--- src/rtl/pc_fetch_stage.sv ---
// Program-counter register and IF/ID pipeline latch for the five-stage pipeline.
// Applies halt > flush > stall > normal each edge and keeps saturating fetch/flush counters.
module pc_fetch_stage #(
    parameter int              PC_W     = 32,
    parameter int              IMEM_AW  = 10,
    parameter logic [PC_W-1:0] RESET_PC = '0,
    parameter int              CNT_W    = 32
) (
    input  logic               clk,
    input  logic               rst,
    input  logic [PC_W-1:0]    next_pc,
    input  logic               stall,
    input  logic               flush,
    input  logic               halt,
    input  logic [31:0]        imem_inst,
    output logic [IMEM_AW-1:0] imem_addr,
    output logic [PC_W-1:0]    pc,
    output logic [PC_W-1:0]    id_pc,
    output logic [31:0]        id_inst,
    output logic               id_valid,
    output logic               halted,
    output logic [CNT_W-1:0]   fetch_count,
    output logic [CNT_W-1:0]   flush_count
);

    typedef enum logic {
        ST_RUN,
        ST_HALTED
    } fetch_state_e;

    fetch_state_e      state_q, state_d;
    logic [PC_W-1:0]   pc_q, pc_d;
    logic [PC_W-1:0]   id_pc_q, id_pc_d;
    logic [31:0]       id_inst_q, id_inst_d;
    logic              id_valid_q, id_valid_d;
    logic [CNT_W-1:0]  fetch_cnt_q, fetch_cnt_d;
    logic [CNT_W-1:0]  flush_cnt_q, flush_cnt_d;

    function automatic logic [CNT_W-1:0] sat_inc(input logic [CNT_W-1:0] v);
        return (v == '1) ? v : v + CNT_W'(1);
    endfunction

    always_comb begin
        // NOTE: every signal gets its hold value first so no path through this block can infer a latch.
        state_d     = state_q;
        pc_d        = pc_q;
        id_pc_d     = id_pc_q;
        id_inst_d   = id_inst_q;
        id_valid_d  = id_valid_q;
        fetch_cnt_d = fetch_cnt_q;
        flush_cnt_d = flush_cnt_q;

        case (state_q)
            ST_HALTED: begin
                // Frozen until reset; all inputs are ignored.
            end
            default: begin
                if (halt) begin
                    state_d    = ST_HALTED;
                    id_pc_d    = '0;
                    id_inst_d  = '0;
                    id_valid_d = 1'b0;
                end else if (flush) begin
                    // Flush beats a same-cycle stall so the redirect target is never dropped.
                    pc_d        = next_pc;
                    id_pc_d     = '0;
                    id_inst_d   = '0;
                    id_valid_d  = 1'b0;
                    flush_cnt_d = sat_inc(flush_cnt_q);
                end else if (!stall) begin
                    pc_d        = next_pc;
                    id_pc_d     = pc_q;
                    id_inst_d   = imem_inst;
                    id_valid_d  = 1'b1;
                    fetch_cnt_d = sat_inc(fetch_cnt_q);
                end
            end
        endcase
    end

    // NOTE: state registers use non-blocking assignments so every flop samples pre-edge values.
    always_ff @(posedge clk or posedge rst) begin
        if (rst) begin
            state_q     <= ST_RUN;
            pc_q        <= RESET_PC;
            id_pc_q     <= '0;
            id_inst_q   <= '0;
            id_valid_q  <= 1'b0;
            fetch_cnt_q <= '0;
            flush_cnt_q <= '0;
        end else begin
            state_q     <= state_d;
            pc_q        <= pc_d;
            id_pc_q     <= id_pc_d;
            id_inst_q   <= id_inst_d;
            id_valid_q  <= id_valid_d;
            fetch_cnt_q <= fetch_cnt_d;
            flush_cnt_q <= flush_cnt_d;
        end
    end

    assign imem_addr   = pc_q[IMEM_AW-1:0];
    assign pc          = pc_q;
    assign id_pc       = id_pc_q;
    assign id_inst     = id_inst_q;
    assign id_valid    = id_valid_q;
    assign halted      = (state_q == ST_HALTED);
    assign fetch_count = fetch_cnt_q;
    assign flush_count = flush_cnt_q;

endmodule

--- config.mk ---
export PLATFORM = sky130hd
export DESIGN_NAME = pc_fetch_stage
export DESIGN_NICKNAME = d
export VERILOG_FILES = /design/src/rtl/pc_fetch_stage.sv
export SDC_FILE = /design/constraint.sdc
export NUM_CORES = 1
export LEC_CHECK = 0
export CAP_MARGIN = 10
export CORE_MARGIN = 1.5
export CORE_UTILIZATION = 40
export DETAILED_ROUTE_END_ITERATION = 10
export PLACE_DENSITY = 0.73
export SYNTH_ARGS = -nofsm -noshare
export SYNTH_HDL_FRONTEND = slang
export SYNTH_SLANG_ARGS = --single-unit
--- constraint.sdc ---
create_clock -name clk -period 6.9 [get_ports clk]
set_clock_uncertainty 0.2 [all_clocks]
set_input_delay 1.38 -clock clk [delete_from_list [all_inputs] [get_ports clk]]
set_output_delay 1.38 -clock clk [all_outputs]
set_load 0.02 [all_outputs]
==> run metrics <==
DP Area 9330 um2; Routed Wire Length 17.1 mm; core area 16500 um2; global-route usage over all layers 19.9%; GRT overflow 0; worst endpoint required time 7000 ps; CP arrival between 3000 and 4000 ps; CP Max Fanout 12; number of clock sinks 162; first-pass detailed-route iteration total 6; yosys warns 0; Leak Pwr 0.00428 uW; die area around 18000 um2; endpoints failing hold 0; Mean Syn Cell Area 12.6 um2; antenna violations before repair 0; RSZ-0062 raised after global routing no; nets roughly 840; post-CTS sizing 0; Worst Max-Slew Pin Slew 1050 ps; post-layout min period 3790 ps; Worst Path Buf+Inv 1; Seq/Total Area, Yosys 60.1%; clock root buffer clkbuf_16; std cell rows 47; Port Buffers 240; DRT antenna net count 0; filler instances 1305; Hold WC Path Type reg -> reg; Crit path depth 5; largest net degree at the start of global routing 107; # DRC 0; starting density of the core approximately 40%; setup_tns 0 ps; n_diodes 0; global-route wire length before repair 27.8 mm; Max Clk Rate 264 MHz; Via Count 5255; CTS tree built; share of cells above drive strength 1 a little over a tenth; die height 133 um; HPWL after detailed placement 11.9 mm; DR iter-0 viols 349; status finished clean; crit-path max cell delay 830 ps; vias in the first global route 5272; EDFF count, synth 0; CTS clk-pin slew, worst paths ~60 ps; final setup violation count 0; Vias/cell 5.23; kind of critical path in -> reg; most common cell after layout, fill and taps aside clkdlybuf4s50_1; relative slew slack 29.8%; Pwr Total 2220 uW; crit share post-route 54.9%; Slew Viols, Final 0; ys flop type dfrtp_1; post-synth cell types 43; critical path cell sequence clkdlybuf4s50_1, or4_1, a31oi_1, nand4_1, xnor2_1; Max Cap Viol 0; R2R depth 4; clk_lat worst skew 420 ps; Design Area, Final between 9000 and 10000 um2; CP top delay family simple AND/OR/NAND/NOR gates; Worst setup SP type input port; Core Util, Final 60.2%; Setup Buffers After CTS 0; WL per Instance approximately 17 um; PD cells 223 nW/um2; #FFs+latches synth 162; Die X 133 um; GPL Wtd Cong between 0.8 and 0.9; Hold Crit Depth 2; CTS hold repair buffers 0; CTS H-tree lvls 4; worst vdd ir 0.000168 V; P&R area growth vs syn 47.4%; CTS max path bufs 2; Top Ports about 240; post-synthesis instance total 537; Syn Nets between 600 and 700; most frequent cells in the layout clkdlybuf4s50_1, dfrtp_1, a22o_1; ys async rst share 100%; slowest library cell on the worst path a31oi_1; CP Capture Type register; Num CTS Buffers 17; area of the mapped netlist 6750 um2
==> per-layer routing <==
metal / part of all wire [%] / GRT usage [%] / up-vias
met5: 0 / 0 / -
met4: 2.4 / 8.55 / 0
met1: 42 / 24.6 / 2606
li1: - / - / 2410
met2: 48 / 32.9 / 205
met3: 6.8 / 5.59 / 34
==> metrics by stage <==
step	cells	setup slack [ps]	hold WS, ps
after floorplan	537	943	390
after CTS	1004	3100	278
after global routing	1004	2830	307
after global placement	972	2760	265
after detailed placement	972	2640	263
final	1004	3110	274
==> kinds of logic after synthesis <==
| logic type | after synthesis | synth area share [%] |
|---|---|---|
| buf+inv | 38 | 2.71 |
| fa+ha+maj | 2 | 0.371 |
| flops | 162 | 60.1 |
| xor+xnor | 56 | 7.27 |
| simple gates | 166 | 13.4 |
| mux | 38 | 6.32 |
| compound gates | 75 | 9.85 |
==> Yosys cell counts, types with 11 or more instances <==
| library cell | n | area share, % |
|---|---|---|
| nand2_1 | 29 | 1.6 |
| dfrtp_1 | 162 | 60 |
| xnor2_1 | 39 | 5.1 |
| and3_1 | 11 | 1.0 |
| a22o_1 | 64 | 8.3 |
| clkbuf_1 | 15 | 0.83 |
| xor2_1 | 17 | 2.2 |
| mux2_2 | 37 | 6.2 |
| nor3_1 | 11 | 0.82 |
| nand3_1 | 32 | 2.4 |
| nor2_1 | 25 | 1.4 |
| nand4_1 | 25 | 2.3 |
==> worst reg2reg max path, delay by kind of cell (launching register included) <==
kind	cells	cell delay, ps
and+or+nand+nor	2	900
DFF	1	420
xor gates and xnor gates	1	180
AOI/OAI and AO/OA	1	840
==> final timing paths <==
check                      startpoint         endpoint  slack, ps
max                              halt  fetch_count[17]       3110
min                          id_valid         id_valid        270
max reg2reg                    halted  fetch_count[17]       4250
min reg2reg                  id_valid         id_valid        270
max in group asynchronous         rst           pc[27]       3840
min in group asynchronous         rst       id_inst[3]       1320
==> power by group <==
group	total, uW	internal (uW)	switching, uW	leakage (uW)
clock network	969	591	378	0.000290
logic	235	129	107	0.00180
registers	1020	986	29.4	0.00219
total	2220	1710	514	0.00428
==> cell type report <==
type,count,area (um2),area share [%]
sequential,162,4050,40.8
multi-input combinational,337,2530,25.4
timing repair buffer,245,2440,24.5
clock buffer,21,460,4.63
tap,220,275,2.77
clock inverter,11,153,1.54
inverter,8,35.0,0.352
==> state kept, by name (all words and copies together) (netlist names) <==
name and count:
id_valid 1, halted 1, pc 32, id_pc 32, flush_count 32, id_inst 32, fetch_count 32
Power figures use the tool's default switching activity.
